### src/rtl/recursive_mult_seq.sv
// Sequential unsigned multiplier built from 4x4 nibble sub-products,
// one sub-product per cycle, with an optional truncated low-order mode.
module recursive_mult_seq #(
  parameter int W     = 8,
  parameter int TRUNC = 1
) (
  input  logic           clk,
  input  logic           rst_n,
  input  logic           in_valid,
  output logic           in_ready,
  input  logic [W-1:0]   a,
  input  logic [W-1:0]   b,
  input  logic           approx,
  output logic           out_valid,
  input  logic           out_ready,
  output logic [2*W-1:0] y,
  output logic           y_approx
);

  localparam int NB  = W / 4;
  localparam int NSP = NB * NB;
  localparam int IW  = (NB > 1) ? $clog2(NB) : 1;
  localparam int SW  = 8;

  typedef enum logic [1:0] {
    IDLE,
    CALC,
    DONE
  } state_t;

  state_t         state_q, state_d;
  logic [W-1:0]   a_q, a_d;
  logic [W-1:0]   b_q, b_d;
  logic           ap_q, ap_d;
  logic [2*W-1:0] acc_q, acc_d;
  logic [IW-1:0]  i_q, i_d;
  logic [IW-1:0]  j_q, j_d;

  logic [SW-1:0]  ij;
  logic           gate;
  logic           last;
  logic [3:0]     a_nib;
  logic [3:0]     b_nib;
  logic [7:0]     sp;
  logic [2*W-1:0] sp_ext;

  // Truncated sub-products get zeroed operands so the 4x4 unit stays quiet.
  always_comb begin
    ij     = SW'(i_q) + SW'(j_q);
    gate   = ap_q && (ij < SW'(TRUNC));
    a_nib  = gate ? 4'd0 : 4'(a_q >> {i_q, 2'b00});
    b_nib  = gate ? 4'd0 : 4'(b_q >> {j_q, 2'b00});
    sp     = {4'd0, a_nib} * {4'd0, b_nib};
    sp_ext = '0;
    sp_ext[7:0] = sp;
    sp_ext = sp_ext << {ij, 2'b00};
    last   = (i_q == IW'(NB - 1)) &&
             (j_q == IW'(NB - 1));
  end

  always_comb begin
    state_d = state_q;
    a_d     = a_q;
    b_d     = b_q;
    ap_d    = ap_q;
    acc_d   = acc_q;
    i_d     = i_q;
    j_d     = j_q;
    unique case (state_q)
      IDLE: begin
        if (in_valid) begin
          a_d     = a;
          b_d     = b;
          ap_d    = approx;
          acc_d   = '0;
          i_d     = '0;
          j_d     = '0;
          state_d = CALC;
        end
      end
      CALC: begin
        acc_d = acc_q + sp_ext;
        if (i_q == IW'(NB - 1)) begin
          i_d = '0;
          j_d = j_q + IW'(1);
        end else begin
          i_d = i_q + IW'(1);
        end
        if (last) begin
          i_d     = '0;
          j_d     = '0;
          state_d = DONE;
        end
      end
      DONE: begin
        if (out_ready) begin
          state_d = IDLE;
        end
      end
      default: state_d = IDLE;
    endcase
  end

  always_ff @(posedge clk or negedge rst_n) begin
    if (!rst_n) begin
      state_q <= IDLE;
      a_q     <= '0;
      b_q     <= '0;
      ap_q    <= 1'b0;
      acc_q   <= '0;
      i_q     <= '0;
      j_q     <= '0;
    end else begin
      state_q <= state_d;
      a_q     <= a_d;
      b_q     <= b_d;
      ap_q    <= ap_d;
      acc_q   <= acc_d;
      i_q     <= i_d;
      j_q     <= j_d;
    end
  end

  assign in_ready  = (state_q == IDLE);
  assign out_valid = (state_q == DONE);
  assign y         = acc_q;
  assign y_approx  = ap_q;

endmodule
### config.mk
export PLATFORM = sky130hd
export DESIGN_NAME = recursive_mult_seq
export DESIGN_NICKNAME = d
export VERILOG_FILES = /design/src/rtl/recursive_mult_seq.sv
export SDC_FILE = /design/constraint.sdc
export NUM_CORES = 1
export LEC_CHECK = 0
export ABC_CLOCK_PERIOD_IN_PS = 7100
export CORE_MARGIN = 4
export CORE_UTILIZATION = 45
export DETAILED_ROUTE_END_ITERATION = 12
export PLACE_DENSITY = 0.77
export REMOVE_ABC_BUFFERS = 1
export SLEW_MARGIN = 0
export SYNTH_ARGS = -nofsm -noshare
export SYNTH_HDL_FRONTEND = slang
export SYNTH_SLANG_ARGS = --single-unit
### constraint.sdc
create_clock -name clk -period 7.1 [get_ports clk]
set_clock_uncertainty 0.05 [all_clocks]
set_input_delay 0.71 -clock clk [delete_from_list [all_inputs] [get_ports clk]]
set_output_delay 0.71 -clock clk [all_outputs]
set_load 0.02 [all_outputs]
==> results.tsv, run 1 <==
stage	metric	value	unit
logic_synthesis	adder-cell share of the synthesized area	16.3	%
worst_setup_path	R2R Path Start	i_q	
timing	Slew headroom	28.9	%
logic_synthesis	Compound-Gate Fraction of Synth Area	16.9	%
timing	Hold Fails Final Rpt	0	
die	Core Region	6030	um^2
clock_tree	CTS clk-pin slew, worst paths	0.09	ns
finish	antenna diode count	0	
routing	drt total wl	6480	um
die	die area	7670	um^2
logic_synthesis	asr flop ratio synth	100	%
die	IO Count	40	
die	Die W	87.6	um
status	status	complete, no violations	
finish	most frequent cells in the layout	nand2_1, clkdlybuf4s50_1, dfrtp_1, nor2_1, ha_1	
worst_setup_path	Worst EP required	7.19	ns
power_and_ir_drop	Leakage Power	1.67	nW
clock_tree	clock tree root buffer cell	clkbuf_8	
logic_synthesis	Simple-Gate Fraction of Synth Area	20.7	%
clock_tree	TritonCTS clock tree	done	
finish	commonest non-fill, non-tap cell in the layout	nand2_1	
worst_setup_path	Arr. time, crit path	5.69	ns
routing	drt drc	0	
global_route	first-pass GRT wire length	11600	um
clock_tree	CTS Buf Count	5	
clock_tree	Clk Latency, worst-skew pair	0.31	ns
routing	DR vias/cell	5.53	
clock_tree	post-CTS setup buffer count	0	
logic_synthesis	YS warnings	0	
logic_synthesis	Cells after Synth	331	
routing	First-pass DRT Iterations	4	
timing	post-route setup TNS	0	ns
clock_tree	Hold-fix buffers, CTS	0	
routing	Post-DRT Antenna Nets	0	
timing	maximum clock rate	0.178	GHz
clock_tree	clk buf depth	2	
timing	Slew Viols, Final	0	
clock_tree	CTS sink cnt	37	
routing	routed length per placed instance	14.8	um
logic_synthesis	synth unique cells	44	
min_path	hold path depth	2	
timing	Final setup viols	0	
min_path	WHS Endpoint	b_q[2]	
global_route	All-Layer GR Usage	19.0	%
run	Max Cap Viol	0	
power_and_ir_drop	power density cells	504	nW/um^2
finish	layout cells sized above 1	6.59	%
min_path	Worst Hold Class	reg2reg	
routing	DRT iter0 DRCs	111	
finish	fin nets	418	
routing	via count	2429	
logic_synthesis	syn avg cell area	8.60	um^2
logic_synthesis	post-synthesis sequential area ratio	32.5	%
min_path	hold path start	b_q[2]	
global_route	vias in the first global route	2520	
logic_synthesis	xor-xnor portion of the synthesized cell area	4.31	%
logic_synthesis	post-synthesis mux area share	5.32	%
die	starting density of the core	47.3	%
timing	worst slew pin tran	1.07	ns
worst_setup_path	critical path startpoint	i_q	
global_route	initial antenna violation count	0	
finish	Layout area overhead	17.9	%
timing	fin worst setup slack	1.50	ns
timing	Final Critical Period	5.60	ns
worst_setup_path	CP Capture Type	register	
placement	Final GP Congestion	0.931	
clock_tree	htree depth	2	
worst_setup_path	Crit Path Max Fanout	11	
worst_setup_path	startpoint types	register	
logic_synthesis	EDFF count, synth	0	
global_route	global route total overflow	0	
worst_setup_path	Reg2Reg Setup Slack	1.50	ns
timing	RSZ-0062 raised after global routing	no	
placement	HPWL after detailed placement	4890	um
worst_setup_path	reg2reg end	y[14]	
global_route	largest net degree at the start of global routing	38	
timing	final period utilization	78.9	%
die	row count	28	
logic_synthesis	Yosys top cell area share	32.5	%
placement	worst slack, placed	1.57	ns
placement	Placed Instance Area	3270	um^2
clock_tree	post-CTS sizing	0	
logic_synthesis	Cell Area, Synth	2850	um^2
placement	IO buf count	39	
logic_synthesis	main combinational cell family by area after synthesis	simple AND/OR/NAND/NOR gates	
die	height of the chip	87.6	um
logic_synthesis	most used flip-flop cell after synthesis	dfrtp_1	
logic_synthesis	cell accounting for the most synthesized area	dfrtp_1	
worst_setup_path	FF-to-FF path depth	23	
logic_synthesis	FF+latch count, synth	37	
finish	post-route cell area	3360	um^2
logic_synthesis	top cells by area, synth	dfrtp_1, ha_1, nand2_1	
worst_setup_path	WS Path Type	reg2reg	
power_and_ir_drop	VDD IR-drop max	0.270	mV
cells by family after synthesis:
group,Yosys count
adders and majority gates,34
AOI/OAI and AO/OA,67
DFF,37
xor gates and xnor gates,14
and+or+nand+nor,137
buffers and inverters,28
muxes,14
synth_stat cells, types with 2 or more instances:
library cell	instances
a22o_1	3
o21ai_1	2
nor2b_1	3
nor3_1	5
and3_1	4
dfrtp_1	37
o22ai_1	2
mux2i_1	5
nand2_1	70
mux2_2	9
nor2_1	29
xor2_1	7
o21ai_0	18
o21a_1	2
a21o_1	9
nand2b_1	3
inv_1	14
o31ai_1	4
o21bai_1	2
a21oi_1	11
nor3b_1	2
and2_1	2
ha_1	29
xnor2_1	7
nand3_1	16
a211oi_1	2
fa_1	5
clkbuf_1	13
per-layer routing:
metal / vias to the layer above / part of all wire, % / global-route usage, %
li1: 1211 / - / -
met4: 0 / 1.4 / 7.53
met5: - / 0 / 0
met2: 58 / 47 / 29.4
met1: 1151 / 47 / 26.1
met3: 9 / 5.3 / 4.05
stage by stage:
| step | util, % | total power [mW] | instances | hold slack, ns |
|---|---|---|---|---|
| floorplan | - | 1.22 | 317 | 0.364 |
| global placement | 54.2 | 1.49 | 431 | 0.412 |
| detailed placement | 54.2 | 1.53 | 431 | 0.409 |
| CTS | 55.7 | 1.69 | 439 | 0.436 |
| global route | 55.7 | 1.87 | 439 | 0.460 |
| finish | 55.7 | 1.69 | 439 | 0.433 |
sequential cells by signal, indices dropped and copies added (netlist names):
register,cells
y_approx,1
j_q,1
i_q,1
state_q,2
a_q,8
y,16
b_q,8
where the power goes:
part | internal [mW] | switching, mW
clock | 0.0697 | 0.0863
sequential | 0.304 | 0.0717
combinational | 0.486 | 0.674
worst max path at each step:
stage	cells after the start	end	slack, ns
after floorplan	23	y[15]	2.04
after global routing	23	y[13]	1.10
after global placement	21	y[15]	1.77
after CTS	23	y[14]	1.55
after detailed placement	23	y[15]	1.57
final	23	y[14]	1.50
final cells by class:
type,instances,area (um^2)
sequential,37,926
inverter,14,52.6
multi-input combinational,266,1810
fill,567,2670
timing repair buffer,39,385
clock inverter,3,22.5
tap,75,93.8
clock buffer,5,68.8
critical path, cell delays in order, from the launching register on:
cell,delay (ns)
dfrtp_1,0.51
inv_1,0.10
ha_1,0.21
nand2_1,0.25
nand3_1,0.17
fa_1,0.56
inv_1,0.05
fa_1,0.58
inv_1,0.07
fa_1,0.46
inv_1,0.07
a21o_1,0.11
a21oi_1,0.07
xnor2_1,0.14
mux2i_1,0.22
nor2_1,0.07
ha_1,0.39
a211oi_2,0.30
o21bai_1,0.14
a21oi_1,0.18
o21ai_1,0.12
a311oi_1,0.35
xor2_1,0.16
o21ai_0,0.08
Note: power is estimated with default switching activity, not from simulation.
==> run 2, diff against run 1 <==
--- a/config.mk
+++ b/config.mk
@@ -5,11 +5,11 @@
 export SDC_FILE = /design/constraint.sdc
 export NUM_CORES = 1
 export LEC_CHECK = 0
-export ABC_CLOCK_PERIOD_IN_PS = 7100
+export ABC_CLOCK_PERIOD_IN_PS = 4550
 export CORE_MARGIN = 4
 export CORE_UTILIZATION = 45
 export DETAILED_ROUTE_END_ITERATION = 12
-export PLACE_DENSITY = 0.77
+export PLACE_DENSITY = 0.79
 export REMOVE_ABC_BUFFERS = 1
 export SLEW_MARGIN = 0
 export SYNTH_ARGS = -nofsm -noshare
==> constraint.sdc (replaced) <==
create_clock -name clk -period 4.55 [get_ports clk]
set_clock_uncertainty 0.05 [all_clocks]
set_input_delay 0.455 -clock clk [delete_from_list [all_inputs] [get_ports clk]]
set_output_delay 0.455 -clock clk [all_outputs]
set_load 0.02 [all_outputs]
==> results.tsv, run 2 (synthesis results as in run 1) <==
stage	metric	value	unit	change
finish	antenna diode count	0		unchanged
global_route	All-Layer GR Usage	22.0	%	+2.9 points
worst_setup_path	CP Capture Type	register		
die	IO Count	40		unchanged
finish	max reg flops	16		unchanged
power_and_ir_drop	Sw Ratio	46.4	%	-2.8 points
clock_tree	CTS Buf Count	5		unchanged
finish	most frequent cells in the layout	nand2_1, buf_4, clkdlybuf4s50_1, dfrtp_1, ha_1		
placement	IO buf count	39		unchanged
power_and_ir_drop	Clock power frac	6.5	%	-2.7 points
global_route	global route total overflow	0		unchanged
routing	drt drc	0		unchanged
timing	final period utilization	112	%	+33 points
timing	maximum clock rate	0.196	GHz	+9.8%
power_and_ir_drop	Leakage Power	2.05	nW	+23%
timing	worst slew pin tran	1.18	ns	+0.116 ns
finish	layout cells sized above 1	31.1	%	+25 points
finish	Layout area overhead	46.3	%	
placement	Final GP Congestion	0.956		+2.7%
die	Die W	87.6	um	unchanged
die	Core Region	6030	um^2	unchanged
worst_setup_path	R2R Path Start	i_q		
worst_setup_path	startpoint types	register		
worst_setup_path	Arr. time, crit path	5.20	ns	-0.49 ns
global_route	first-pass GRT wire length	13200	um	+14%
worst_setup_path	Worst EP required	4.65	ns	-2.54 ns
power_and_ir_drop	total chip power	3.82	mW	+130%
routing	DR vias/cell	5.73		+3.6%
status	status	complete, but fails checks		
timing	Final setup viols	9		+9
run	Max Cap Viol	0		unchanged
timing	RSZ-0062 raised after global routing	yes		
clock_tree	clock tree root buffer cell	clkbuf_8		
power_and_ir_drop	P_sw	1.77	mW	+110%
status	failing checks	negative setup slack		
clock_tree	clk buf depth	2		unchanged
min_path	Worst Hold Class	in2async		
clock_tree	Clk Latency, worst-skew pair	0.31	ns	about the same
routing	drt total wl	9070	um	+40%
global_route	vias in the first global route	2865		+14%
worst_setup_path	reg2reg end	y[14]		
clock_tree	TritonCTS clock tree	done		
routing	DRT iter0 DRCs	234		+110%
timing	fin worst setup slack	-0.554	ns	-2.05 ns
routing	via count	2917		+20%
routing	routed length per placed instance	17.8	um	+21%
power_and_ir_drop	Internal Pwr Total	2.05	mW	+140%
finish	fin nets	488		+17%
die	height of the chip	87.6	um	unchanged
global_route	initial antenna violation count	0		unchanged
timing	Slew Viols, Final	0		unchanged
power_and_ir_drop	Combinational Power Share	78.1	%	+9.5 points
die	starting density of the core	47.3	%	unchanged
worst_setup_path	Crit Path Max Fanout	3		-8
worst_setup_path	FF-to-FF path depth	23		unchanged
timing	Hold Fails Final Rpt	0		unchanged
routing	Post-DRT Antenna Nets	0		unchanged
finish	commonest non-fill, non-tap cell in the layout	nand2_1		
die	row count	28		unchanged
timing	Final Critical Period	5.10	ns	-0.499 ns
worst_setup_path	Reg2Reg Setup Slack	-0.55	ns	-2.05 ns
placement	HPWL after detailed placement	5390	um	+10%
timing	WHS	0.205	ns	-0.228 ns
power_and_ir_drop	sequential power share	15.4	%	-6.8 points
clock_tree	CTS clk-pin slew, worst paths	0.08	ns	about the same
power_and_ir_drop	VDD IR-drop max	0.545	mV	+100%
worst_setup_path	WS Path Type	reg2reg		
global_route	largest net degree at the start of global routing	38		unchanged
die	die area	7670	um^2	unchanged
timing	Slew headroom	21.2	%	-7.7 points
clock_tree	htree depth	2		unchanged
power_and_ir_drop	power density cells	918	nW/um^2	+82%
clock_tree	CTS sink cnt	37		unchanged
routing	First-pass DRT Iterations	5		+1
run 2: repair_timing:
item,4_1_cts,5_1_grt
hold endpoints to repair,0,0
pin swaps,29,17
buffers inserted,22,6
hold buffers,0,0
resized for setup,38,33
setup endpoints to repair,10,10
run 2: final cells by class:
type,instances,area (um^2)
fill,430,1860
inverter,14,52.6
sequential,37,926
clock buffer,5,68.8
multi-input combinational,266,2070
clock inverter,3,21.3
timing repair buffer,109,933
tap,75,93.8
run 2: power groups by stage:
stage | Sequential [mW] | Combinational, mW | Clock (mW)
2_1_floorplan | 0.625 | 1.28 | 0
3_3_place_gp | 0.575 | 2.13 | 0
3_5_place_dp | 0.578 | 2.21 | 0
4_1_cts | 0.581 | 2.58 | 0.253
5_1_grt | 0.604 | 3.23 | 0.265
6_report | 0.589 | 2.99 | 0.247
run 2: critical path: stages, from the launching register on:
cell and delay [ns]:
dfrtp_1 0.44, buf_6 0.15, mux2_4 0.21, nand3_4 0.06, fa_1 0.56, inv_2 0.04
fa_1 0.56, inv_2 0.05, fa_2 0.34, inv_2 0.06, a21o_1 0.13, a21oi_2 0.08
xnor2_2 0.14, mux2i_1 0.20, nor2_1 0.08, ha_1 0.36, a211oi_4 0.31, buf_4 0.17
o21bai_4 0.06, a21oi_2 0.19, o21ai_2 0.09, a311oi_1 0.32, xor2_1 0.21, o21ai_1 0.08
run 2: worst max path at each step:
stage / depth (start not counted) / startpoint / slack [ns] / end
floorplan: 23 / i_q / -0.51 / y[15]
global placement: 22 / i_q / -0.39 / y[15]
detailed placement: 23 / i_q / -0.61 / y[15]
CTS: 22 / i_q / -0.32 / y[15]
global route: 24 / i_q / -0.79 / y[13]
finish: 23 / i_q / -0.55 / y[14]
run 2: stage by stage:
step           std cells  util (%)  setup TNS (ns)  worst slack (ns)  area (um^2)
2_1_floorplan        317         -           -2.00            -0.515         2790
3_3_place_gp         476      59.8           -2.06            -0.391         3600
3_5_place_dp         476      59.8           -3.90            -0.611         3600
4_1_cts              504      66.0           -1.35            -0.318         3980
5_1_grt              509      69.1           -5.59            -0.793         4170
6_report             509      69.1           -3.20            -0.554         4170
run 2: per-layer routing:
layer / wire, um / up-vias / GRT usage [%]
met2: 4540 / 135 / 36.8
met1: 3700 / 1412 / 27.3
li1: - / 1347 / -
met3: 585 / 23 / 4.89
met5: 0 / - / 0
met4: 242 / 0 / 8.93
==> run 3, diff against run 2 <==
--- a/config.mk
+++ b/config.mk
@@ -11,7 +11,6 @@
 export DETAILED_ROUTE_END_ITERATION = 12
 export PLACE_DENSITY = 0.79
 export REMOVE_ABC_BUFFERS = 1
-export SLEW_MARGIN = 0
 export SYNTH_ARGS = -nofsm -noshare
 export SYNTH_HDL_FRONTEND = slang
 export SYNTH_SLANG_ARGS = --single-unit
==> results of run 3 <==
No change in the layout: final DEF, timing and power equal those of run 2.
